--- src/rtl/seg_scan_display_pkg.sv ---
// Shared constants for the seven-segment scan display.
//   NDIG     : number of digits scanned per frame
//   SEG_OFF  : segment pattern with every segment (and dp) dark
//   AN_OFF   : anode pattern with every digit disabled
//   HEX_SEG  : hex nibble -> gfedcba, active-high (inverted at the pins)
//   blink_phase_e : visible / dark half of the blink period
package seg_scan_display_pkg;

  localparam int         NDIG    = 8;
  localparam logic [7:0] SEG_OFF = 8'hFF;
  localparam logic [7:0] AN_OFF  = 8'hFF;

  // Entry 15 is leftmost, entry 0 rightmost.
  localparam logic [15:0][6:0] HEX_SEG = {
    7'h71, 7'h79, 7'h5E, 7'h39, 7'h7C, 7'h77, 7'h6F, 7'h7F,
    7'h07, 7'h7D, 7'h6D, 7'h66, 7'h4F, 7'h5B, 7'h06, 7'h3F
  };

  typedef enum logic {
    PH_ON  = 1'b0,
    PH_OFF = 1'b1
  } blink_phase_e;

endpackage

--- src/rtl/seg_scan_display_hex_to_seg.sv ---
// Hex nibble to active-low seven-segment decoder (combinational).
//   nibble : 4-bit hex value
//   seg_n  : gfedcba, active-low
module hex_to_seg (
  input  logic [3:0] nibble,
  output logic [6:0] seg_n
);
  import seg_scan_display_pkg::*;

  assign seg_n = ~HEX_SEG[nibble];

endmodule

--- src/rtl/seg_scan_display.sv ---
// Eight-digit common-anode seven-segment scanner with a double-buffered
// display word, leading-zero blanking and a whole-display blink.
//   clk_in   : board clock (undivided)
//   RST      : asynchronous active-high reset
//   data_in  : word to show, nibble i on digit i (digit 0 rightmost)
//   load     : capture data_in this cycle
//   blank_lz : blank leading zero digits (digit 0 always lit)
//   blink    : blink the whole display
//   SEG      : active-low segments, bit7 = dp, bits6:0 = gfedcba
//   AN       : active-low one-hot digit enables
//
// Blink phase FSM:
//   state  | meaning
//   PH_ON  | display visible (also forced whenever blink=0)
//   PH_OFF | display dark, scan keeps running
module seg_scan_display #(
  parameter int REFRESH_DIV  = 100000,
  parameter int BLINK_FRAMES = 64
) (
  input  logic        clk_in,
  input  logic        RST,
  input  logic [31:0] data_in,
  input  logic        load,
  input  logic        blank_lz,
  input  logic        blink,
  output logic [7:0]  SEG,
  output logic [7:0]  AN
);
  import seg_scan_display_pkg::*;

  localparam int              PW       = $clog2(REFRESH_DIV);
  localparam int              FW       = (BLINK_FRAMES > 1) ? $clog2(BLINK_FRAMES) : 1;
  localparam logic [PW-1:0]   PRESC_TC = PW'(REFRESH_DIV - 1);
  localparam logic [FW-1:0]   FRAME_TC = FW'(BLINK_FRAMES - 1);
  localparam logic [2:0]      LAST_DIG = 3'(NDIG - 1);

  logic [PW-1:0] presc_q;
  logic [2:0]    index_q;
  logic [31:0]   pending_q;
  logic [31:0]   shadow_q;
  logic          pend_valid_q;
  logic [FW-1:0] frame_q;
  blink_phase_e  phase_q, phase_d;

  logic          tc;
  logic          frame_end;
  logic          frame_wrap;
  logic          display_off;
  logic          lz_blank;
  logic [3:0]    nib;
  logic [6:0]    seg_n;
  logic [7:0]    seg_d;
  logic [7:0]    an_d;

  assign tc         = (presc_q == PRESC_TC);
  assign frame_end  = tc && (index_q == LAST_DIG);
  assign frame_wrap = frame_end && (frame_q == FRAME_TC);

  // Prescaler and digit index; the 3-bit index wraps 7 -> 0 on its own.
  always_ff @(posedge clk_in or posedge RST) begin
    if (RST) begin
      presc_q <= '0;
      index_q <= '0;
    end else if (tc) begin
      presc_q <= '0;
      index_q <= index_q + 3'd1;
    end else begin
      presc_q <= presc_q + PW'(1);
    end
  end

  // Pending/shadow double buffer. Shadow only changes on a frame end so a
  // scan never mixes digits of two words; a load on the frame end itself
  // bypasses pending and supersedes whatever was waiting there.
  always_ff @(posedge clk_in or posedge RST) begin
    if (RST) begin
      pending_q    <= '0;
      shadow_q     <= '0;
      pend_valid_q <= 1'b0;
    end else begin
      if (load) pending_q <= data_in;
      if (frame_end) begin
        if (load) begin
          shadow_q     <= data_in;
          pend_valid_q <= 1'b0;
        end else if (pend_valid_q) begin
          shadow_q     <= pending_q;
          pend_valid_q <= 1'b0;
        end
      end else if (load) begin
        pend_valid_q <= 1'b1;
      end
    end
  end

  // Frames elapsed in the current blink half-period.
  always_ff @(posedge clk_in or posedge RST) begin
    if (RST) begin
      frame_q <= '0;
    end else if (!blink) begin
      frame_q <= '0;
    end else if (frame_end) begin
      frame_q <= (frame_q == FRAME_TC) ? '0 : frame_q + FW'(1);
    end
  end

  // Blink phase: state register
  always_ff @(posedge clk_in or posedge RST) begin
    if (RST) phase_q <= PH_ON;
    else     phase_q <= phase_d;
  end

  // Blink phase: next state
  always_comb begin
    phase_d = phase_q;
    if (!blink) begin
      phase_d = PH_ON;
    end else if (frame_wrap) begin
      phase_d = (phase_q == PH_ON) ? PH_OFF : PH_ON;
    end
  end

  // Blink phase: output
  always_comb begin
    display_off = blink && (phase_q == PH_OFF);
  end

  assign nib = shadow_q[{index_q, 2'b00} +: 4];

  hex_to_seg u_hex_to_seg (
    .nibble (nib),
    .seg_n  (seg_n)
  );

  // Digit i is a leading zero when it and every digit to its left are zero.
  assign lz_blank = blank_lz && (index_q != 3'd0) &&
                    ((shadow_q >> {index_q, 2'b00}) == 32'd0);

  always_comb begin
    an_d  = AN_OFF;
    seg_d = SEG_OFF;
    if (!(display_off || lz_blank)) begin
      an_d  = ~(8'b1 << index_q);
      seg_d = {1'b1, seg_n};
    end
  end

  always_ff @(posedge clk_in or posedge RST) begin
    if (RST) begin
      SEG <= SEG_OFF;
      AN  <= AN_OFF;
    end else begin
      SEG <= seg_d;
      AN  <= an_d;
    end
  end

endmodule

--- config.mk ---
export PLATFORM = sky130hd
export DESIGN_NAME = seg_scan_display
export DESIGN_NICKNAME = d
export VERILOG_FILES = /design/src/rtl/seg_scan_display_pkg.sv /design/src/rtl/seg_scan_display_hex_to_seg.sv /design/src/rtl/seg_scan_display.sv
export SDC_FILE = /design/constraint.sdc
export NUM_CORES = 1
export LEC_CHECK = 0
export ABC_AREA = 1
export BUFFER_PORTS_ARGS = -buffer_cell sky130_fd_sc_hd__buf_4
export CORE_ASPECT_RATIO = 1.4
export CORE_MARGIN = 2
export CORE_UTILIZATION = 54
export CTS_BUF_LIST = sky130_fd_sc_hd__clkbuf_16
export CTS_CLUSTER_DIAMETER = 80
export DETAILED_ROUTE_END_ITERATION = 12
export PLACE_DENSITY = 0.77
export SLEW_MARGIN = 20
export SYNTH_ARGS = -nofsm -noshare
export SYNTH_HDL_FRONTEND = slang
export SYNTH_SLANG_ARGS = --single-unit
--- constraint.sdc ---
create_clock -name clk_in -period 3 [get_ports clk_in]
set_input_delay 0.3 -clock clk_in [delete_from_list [all_inputs] [get_ports clk_in]]
set_output_delay 0.3 -clock clk_in [all_outputs]
set_load 0.05 [all_outputs]
# Yosys cells after proc, flatten, opt, wreduce, memory -nomap -nowiden
# Memories as Yosys holds them, arrays and structs flattened.
# Cells that the tools add are included.
# totals
ff_bits	108
latch_bits	0
ramBits	0
mem_bits_ro	112
in_bits	37
out_inout_bits	16
word_cells	49
mem_count	1
# classes
add_sub_neg	3
mul	0
div_mod_pow	0
order_cmp	1
eq_ne	5
shift	3
n_mux	14
bitwise_logic	2
reduce_logical	11
# mem_list
memory	words	width	read_ports	rd_ports_with_merged_regs	wr	line	source
(name not given)	16	7	1	0	0	seg_scan_display_hex_to_seg.sv:10	assign seg_n = ~HEX_SEG[nibble];
# ops
cell	n
32-bit 2-to-1 mux	2
32-bit logical NOT	1
32-bit by 6-bit indexed part select with 4-bit output	1
32-bit by 5-bit right shift with 32-bit output	1
6-bit 2-to-1 mux	3
17-bit by 1-bit adder with 17-bit output (second input constant)	1
17-bit equality test (second input constant)	1
17-bit 2-to-1 mux	1
7-bit 2-to-1 mux	2
8-bit 2-to-1 mux	1
8-bit inverter	1
1-bit by 3-bit left shift with 8-bit output (first input constant)	1
7-bit inverter	1
6-bit by 1-bit adder with 6-bit output (second input constant)	1
6-bit equality test (second input constant)	1
1-bit logical AND	5
4-bit by 5-bit less-than comparator with 1-bit output (second input constant)	1
1-bit 2-to-1 mux	5
2-bit by 1-bit inequality test with 1-bit output (second input constant)	2
2-bit nonzero test	2
3-bit by 1-bit adder with 3-bit output (second input constant)	1
3-bit equality test (second input constant)	1
3-bit nonzero test	1
2-bit AND reduction	1
1-bit logical OR	1

# Depth between registers and ports, before layout
# Gate-level depths: netlist (run 1).
# depth
word_depth	5
depth_mapped	20
mapped_depth_nobuf	18

# Cells and area by module
# Synthesis (run 1) repeated with hierarchy kept, for this count alone.
# unflattened
hier_cells	792
area_unflattened_um2	5861.9
# modules_own_cells
mod	instances	cells_per_inst	area_per_inst_um2	seq_area_each_um2
seg_scan_display	1	744	5600.4	2696.3
hex_to_seg	1	48	261.5	0.0

# Worst setup path before layout (run 1)
# No wires, ideal clock.
# synth_path
path_kind	register -> register
start	reg index_q[0]
end	reg AN[4]
setup_ns	0.100
arrival_ns	2.165
required_ns	2.900
path_slack_ns	0.735
path_stages_with_launch	20
n_path_buf	2
synth_period_minus_slack_ns	2.265
cell_sequence	dfrtp_1 > inv_2 > buf_6 > nand2_1 > nand3_1 > nand2_1 > o21ai_1 > inv_1 > ha_1 > nand2_1 > nor2_1 > o21ai_0 > inv_1 > o21ai_1 > inv_1 > nand3_1 > nor2_4 > nand2_4 > buf_6 > nand3_2
# synth_via
elab_chain_cells	5
word_cells_on_any_way	9
cone_classes	2 x shift; 1 x mux; 1 x bitwise; 5 x reduce/logical
# synth_lines
element	line	source
start, declared	seg_scan_display.sv:38	logic [2:0] index_q;
start signal, assigned	seg_scan_display.sv:66	index_q <= index_q + 3'd1;
32-bit by 5-bit right shift with 32-bit output or 3-bit nonzero test (tied branches)	seg_scan_display.sv:137, seg_scan_display.sv:136	
32-bit logical NOT or 1-bit logical AND (tied branches)	seg_scan_display.sv:137, seg_scan_display.sv:136	
1-bit logical AND	seg_scan_display.sv:136	assign lz_blank = blank_lz && (index_q != 3'd0) &&
1-bit logical OR	seg_scan_display.sv:142	if (!(display_off || lz_blank)) begin
8-bit 2-to-1 mux *	seg_scan_display.sv:142	
via an_d[4]	seg_scan_display.sv:53	logic [7:0] an_d;
end signal, assigned	seg_scan_display.sv:154	AN <= an_d;
end, declared	seg_scan_display.sv:27	output logic [7:0] AN
# The timed path passes the listed nets; every way through them passes the cells marked *.
# A chain may end at the register's enable or synchronous reset.

# Worst setup path after layout (run 1)
# layout_path
start	reg index_q[0]
end	reg AN[2]
# Same word-level chain as after synthesis.

==> summary.md, run 1 <==
| Metric | Value |
|---|---|
| PwrDens | `412 nW/um^2` |
| Final net count | `829` |
| # H-tree levels | `3` |
| Worst R2R Start | `index_q[0]$_DFFE_PP0N_` |
| Syn Std Cell Area | `5780 sq um` |
| Num CTS Buffers | `9` |
| Sequential-to-total area share from yosys stat | `0.467` |
| # rows | `44` |
| Met2 Resource Use GR | `0.360` |
| Minimum clock period | `2.53 ns` |
| Placer Congestion | `0.970` |
| Layout overhead on the synthesized area | `12.1%` |
| Maxcap violations | `0` |
| Footprint of the multi-input gates | `2440 sq um` |
| Post-CTS Resized | `0` |
| Crit path buf inv count | `4` |
| Mean Syn Cell Area | `7.86 sq um` |
| Peak supply drop | `269 uV` |
| Routed vias | `4659` |
| Global route hottest layer | `met2` |
| Clock Latency Late Sink | `0.34 ns` |
| Crit end category | `flip-flop` |
| Top Ports | `53` |
| Pin count of the biggest net entering global routing | `65` |
| WS Path Type | `flip-flop to flip-flop` |
| CP Cell Sequence | `inv_2, nand2_1, nand3_1, nand3_1, nand2_1, inv_1, ha_1, nand2_1, nor2_1, o21ai_0, inv_1, o21ai_1, inv_1, nand3_1, nor2_4, nand2_4, nand3_1` |
| Synth top area share | `0.399` |
| Area contributors post-synth | `dfrtp_1 (40%), nand2_1 (9.9%), inv_1 (7.4%)` |
| Post-Syn Instances | `735` |
| Dpl hpwl | `8590 um` |
| Core area | `10400 sq um` |
| CTS clk-pin slew, worst paths | `0.07 ns` |
| Fill cell count | `912` |
| Postcts setup bufs | `0` |
| FF/Latch Area | `2700 sq um` |
| Met1 usage | `0.293` |
| GRT overflow | `0` |
| Starting DRT DRC Count | `226` |
| ANT cells | `0` |
| Clock skew | `0.0106 ns` |
| DRT Pass-1 Iters | `4` |
| Ratio of cells with drive above 1 in the final layout | `0.190` |
| Delay-heaviest family, CP | `simple AND/OR/NAND/NOR gates` |
| Met3 Usage GRT | `0.0214` |
| Slowest stage delay, CP | `0.39 ns` |
| Setup TNS | `0 ns` |
| Max frequency | `0.396 GHz` |
| Worst min-delay path class | `primary input to async pin` |
| Post-route ant nets | `0` |
| Total GRT Usage | `0.220` |
| CP max-delay cell | `dfrtp_1` |
| Most used cell along the critical path | `nand3_1` |
| Final wirelength | `11700 um` |
| Die Area | `11600 sq um` |
| Synthesized Nets | `786` |
| Slew Viols, Final | `0` |
| Yosys warning total | `0` |
| Drt drc | `0` |
| Crit path arrival time | `2.77 ns` |
| Leak Pwr | `3.59 nW` |
| First-pass GRT wire length | `20600 um` |
| Outcome | `finished clean` |
| Vias in the first global route | `4442` |
| Initial Util | `0.555` |
| Worst-margin pin slew | `0.891 ns` |
| FF-to-FF setup slack | `0.47 ns` |
| Deepest clock path buffer count | `2` |
| Post-synth top area cell | `dfrtp_1` |
| WL per Instance | `12.7 um` |
| CTS tree | `yes` |
| Worst R2R End | `AN[2]$_DFF_PP1_` |
| Critical Path RT | `3.24 ns` |
| Max Fanout on Critical Path | `29` |
| R2r worst-path depth | `17` |
| # setup viols final | `0` |
| Final core occ | `0.622` |
| Fin crit share | `0.843` |
| Synthesized flop and latch total | `107` |
| Hold Violations, Final | `0` |
| Die Height | `126 um` |
| Slew HR | `0.404` |
| # hold bufs at CTS | `0` |
| DR vias/cell | `5.06` |
| PortBufs | `51` |
| CTS sink count | `107` |
| RSZ-0062 raised after global routing | `false` |
| Initial antenna violation count | `0` |
| Horiz. Die Dim | `91.4 um` |
| Unique masters post-synth | `38` |
| Crit path launch type | `flip-flop` |
| Clock Root Buffer | `clkbuf_16` |
-- metrics by stage --
stage	hold WS (ns)	instances	worst slack [ns]	total power, mW	instance area, sq um
floorplan	0.433	735	0.735	1.60	5780
global placement	0.444	905	0.624	1.65	6210
detailed placement	0.458	905	0.478	1.66	6210
CTS	0.161	921	0.471	2.69	6470
global route	0.203	921	0.219	2.77	6470
finish	0.134	921	0.472	2.67	6470
-- Yosys cell counts (all sizes together) --
| cell | instances |
|---|---|
| nand2 | 157 |
| inv | 121 |
| dfrtp | 92 |
| nor2 | 84 |
| nand3 | 68 |
| o21ai | 50 |
| a21oi | 39 |
| or2 | 35 |
| buf | 17 |
| dfstp | 15 |
| ha | 14 |
| clkbuf | 8 |
| nand4 | 8 |
| nor3 | 8 |
| xor2 | 7 |
| nor4 | 3 |
| clkinv | 2 |
| conb | 1 |
| nand3b | 1 |
| nor3b | 1 |
| o211a | 1 |
| o211ai | 1 |
| o21bai | 1 |
| o22ai | 1 |
-- final cells by class --
type,count,area share
inverters,123,0.0719
multi-input cells,480,0.377
well taps,138,0.0267
clock buffers,9,0.0348
flip-flops and latches,107,0.417
repair buffers,57,0.0680
clock inverters,7,0.00503
-- report_power, final --
group | switching (mW) | total [mW] | leakage (nW) | internal [mW]
combinational | 0.0820 | 0.142 | 2.11 | 0.0602
sequential | 0.00898 | 1.49 | 1.33 | 1.48
clock | 0.489 | 1.04 | 0.146 | 0.548
total | 0.580 | 2.67 | 3.59 | 2.09
-- worst max path at each step --
stage,startpoint,to,slack (ns),cells past startpoint
floorplan,index_q[0]$_DFFE_PP0N_,AN[4]$_DFF_PP1_,0.74,19
global placement,index_q[0]$_DFFE_PP0N_,AN[1]$_DFF_PP1_,0.62,17
detailed placement,index_q[0]$_DFFE_PP0N_,AN[2]$_DFF_PP1_,0.48,17
CTS,index_q[0]$_DFFE_PP0N_,AN[2]$_DFF_PP1_,0.47,17
global route,index_q[0]$_DFFE_PP0N_,AN[2]$_DFF_PP1_,0.22,17
finish,index_q[0]$_DFFE_PP0N_,AN[2]$_DFF_PP1_,0.47,17
-- cells in the final DEF (no fill, tap or decap), types with 5 or more instances in the layout --
cell and count:
clkbuf_16 9, nand2_1 152, o21ai_1 5, buf_4 56, or2_2 35, xor2_1 7, ha_1 14, inv_2 7
nand3_1 58, o21ai_0 45, inv_1 118, dfstp_2 15, nor3_1 5, nand4_1 7, nor2_1 81, nand3_2 10
a21oi_1 39, dfrtp_1 92
-- cells by family after synthesis --
family,Yosys count,share of synthesized area
AO/OA/AOI/OAI,93,0.0825
buffers and inverters,148,0.111
other,1,0.000649
adder cells (fa/ha/maj),14,0.0303
AND/OR/NAND/NOR,365,0.298
flip-flops,107,0.467
XOR/XNOR,7,0.0106
-- state kept, by name (all words and copies together) (netlist names) --
register / cells
pending_q: 32
shadow_q: 32
presc_q: 17
AN: 8
SEG: 7
frame_q: 6
index_q: 3
pend_valid_q: 1
phase_q: 1
-- per-layer routing --
layer	vias to the layer above	share of wire
met4	0	0.028
met3	23	0.027
li1	2361	-
met2	98	0.48
met5	-	0
met1	2177	0.46
Note: power is estimated with default switching activity, not from simulation.
==> run 2: changes to the inputs <==
==> constraint.sdc (replaced) <==
create_clock -name clk_in -period 2.2 [get_ports clk_in]
set_input_delay 0.22 -clock clk_in [delete_from_list [all_inputs] [get_ports clk_in]]
set_output_delay 0.22 -clock clk_in [all_outputs]
set_load 0.05 [all_outputs]
==> summary.md, run 2 (synthesis results as in run 1) <==
| Metric | Value |
|---|---|
| Critical Path RT | `2.47 ns` |
| # rows | `44` |
| Final WS setup | `0.0777 ns` |
| RSZ-0062 raised after global routing | `true` |
| GRT overflow | `0` |
| Core area | `10400 sq um` |
| FF/Latch Area | `2700 sq um` |
| Worst min-delay path class | `primary input to flip-flop` |
| Clock skew | `0.00798 ns` |
| Die Height | `126 um` |
| Outcome | `finished clean` |
| Ratio of cells with drive above 1 in the final layout | `0.262` |
| Initial antenna violation count | `0` |
| Minimum clock period | `2.12 ns` |
| Routed vias | `4756` |
| Max frequency | `0.471 GHz` |
| Num CTS Buffers | `9` |
| Final Instance Area | `6930 sq um` |
| Fin crit share | `0.965` |
| Slowest stage delay, CP | `0.48 ns` |
| Layout overhead on the synthesized area | `20.0%` |
| Worst-margin pin slew | `0.742 ns` |
| Horiz. Die Dim | `91.4 um` |
| Crit path arrival time | `2.39 ns` |
| Leak Pwr | `3.77 nW` |
| Vias in the first global route | `4708` |
| Initial Util | `0.555` |
| Final net count | `858` |
| # H-tree levels | `3` |
| PwrDens | `552 nW/um^2` |
| Hold Violations, Final | `0` |
| Tot Pwr | `3.82 mW` |
| Fill cell count | `885` |
| Drt drc | `0` |
| Placer Congestion | `0.958` |
| Met2 Resource Use GR | `0.392` |
| PortBufs | `51` |
| WS Path Type | `flip-flop to flip-flop` |
| Die Area | `11600 sq um` |
| DR vias/cell | `5.01` |
| Placed cell areas | `6380 sq um` |
| Pin count of the biggest net entering global routing | `60` |
| Clock Latency Late Sink | `0.34 ns` |
| CTS sink count | `107` |
| Commonest non-fill, non-tap cell in the layout | `nand2_1` |
| CTS tree | `yes` |
| Hold WS | `0.181 ns` |
| # setup viols final | `0` |
| Starting DRT DRC Count | `214` |
| Deepest clock path buffer count | `2` |
| CP max-delay cell | `dfrtp_2` |
| CTS clk-pin slew, worst paths | `0.07 ns` |
| Post-route ant nets | `0` |
| Global route hottest layer | `met2` |
| Met1 usage | `0.301` |
| Commonest cells after routing, fill and taps aside | `nand2_1 (140), inv_1 (112), dfrtp_1 (91)` |
| Clock Root Buffer | `clkbuf_16` |
| Setup WS pre-CTS | `-0.0108 ns` |
| First-pass GRT wire length | `21600 um` |
| Top Ports | `53` |
| DRT Pass-1 Iters | `4` |
| Crit end category | `flip-flop` |
| Total GRT Usage | `0.228` |
| Maxcap violations | `0` |
| Crit path launch type | `flip-flop` |
| Slew Viols, Final | `0` |
| Final wirelength | `12300 um` |
| ANT cells | `0` |
| Footprint of the multi-input gates | `2610 sq um` |
| Slew HR | `0.504` |
| WL per Instance | `12.9 um` |
| Met3 Usage GRT | `0.0303` |
| Largest registers | `pending_q (32), shadow_q (32), presc_q (17)` |
| Max Fanout on Critical Path | `8` |
| Peak supply drop | `471 uV` |
| Dpl hpwl | `9120 um` |
| CP Cell Sequence | `buf_6, nand2_1, nand3_1, nand2_2, o21ai_2, inv_2, ha_4, nand2_2, nor2_2, o21ai_1, inv_1, o21ai_1, inv_1, nand3_2, nor2_4, nand2_8, nand3_2` |
[run 2: path summary, 6_finish.rpt]
path,from,to,slack (ns),depth (start not counted)
setup / recovery,index_q[0]$_DFFE_PP0N_,AN[3]$_DFF_PP1_,0.08,17
hold / removal,blink,phase_q$_DFFE_PP0P_,0.18,3
setup reg to reg,index_q[0]$_DFFE_PP0N_,AN[3]$_DFF_PP1_,0.08,17
hold reg to reg,presc_q[0]$_DFF_PP0_,presc_q[0]$_DFF_PP0_,0.46,1
max in group asynchronous,RST,SEG[4]$_DFF_PP1_,0.99,4
min in group asynchronous,RST,pending_q[23]$_DFFE_PP0P_,0.47,3
[run 2: layout make-up]
class,instances,area share
inverter,123,0.0682
sequential,107,0.389
clock inverter,7,0.00993
tap,138,0.0249
multi-input combinational,481,0.377
clock buffer,9,0.0325
timing repair buffer,84,0.0978
timing repair inverter,1,0.000903
[run 2: repair_timing]
action,4_1_cts,5_1_grt
setup endpoints to repair,3,15
setup buffers,0,8
pin swaps,0,16
resized for setup,2,46
hold buffers,1,0
hold endpoints to repair,21,0
cloned,0,3
[run 2: power breakdown]
part / total, mW / internal [mW] / switching [mW] / leakage (nW)
logic: 0.196 / 0.0835 / 0.113 / 2.30
clock network: 1.60 / 0.879 / 0.717 / 0.137
registers: 2.03 / 2.02 / 0.0124 / 1.33
[run 2: critical path: cells and delay by family (launching register included)]
kind / cells / cell delay, ns
DFF: 1 / 0.48
buffers and inverters: 4 / 0.37
AOI/OAI and AO/OA: 3 / 0.18
and+or+nand+nor: 9 / 0.87
adders and majority gates: 1 / 0.13
[run 2: metal layers]
layer	part of all wire	routed length, um
met1	0.46	5660
met2	0.50	6140
met3	0.025	312
met4	0.015	179
met5	0	0
[run 2: stage by stage]
stage / std cells / utilization / TNS (ns)
2_1_floorplan: 735 / - / 0
3_5_place_dp: 923 / 0.613 / -0.0108
5_1_grt: 950 / 0.666 / -1.00
3_3_place_gp: 923 / 0.613 / 0
6_report: 950 / 0.666 / 0
4_1_cts: 940 / 0.643 / 0
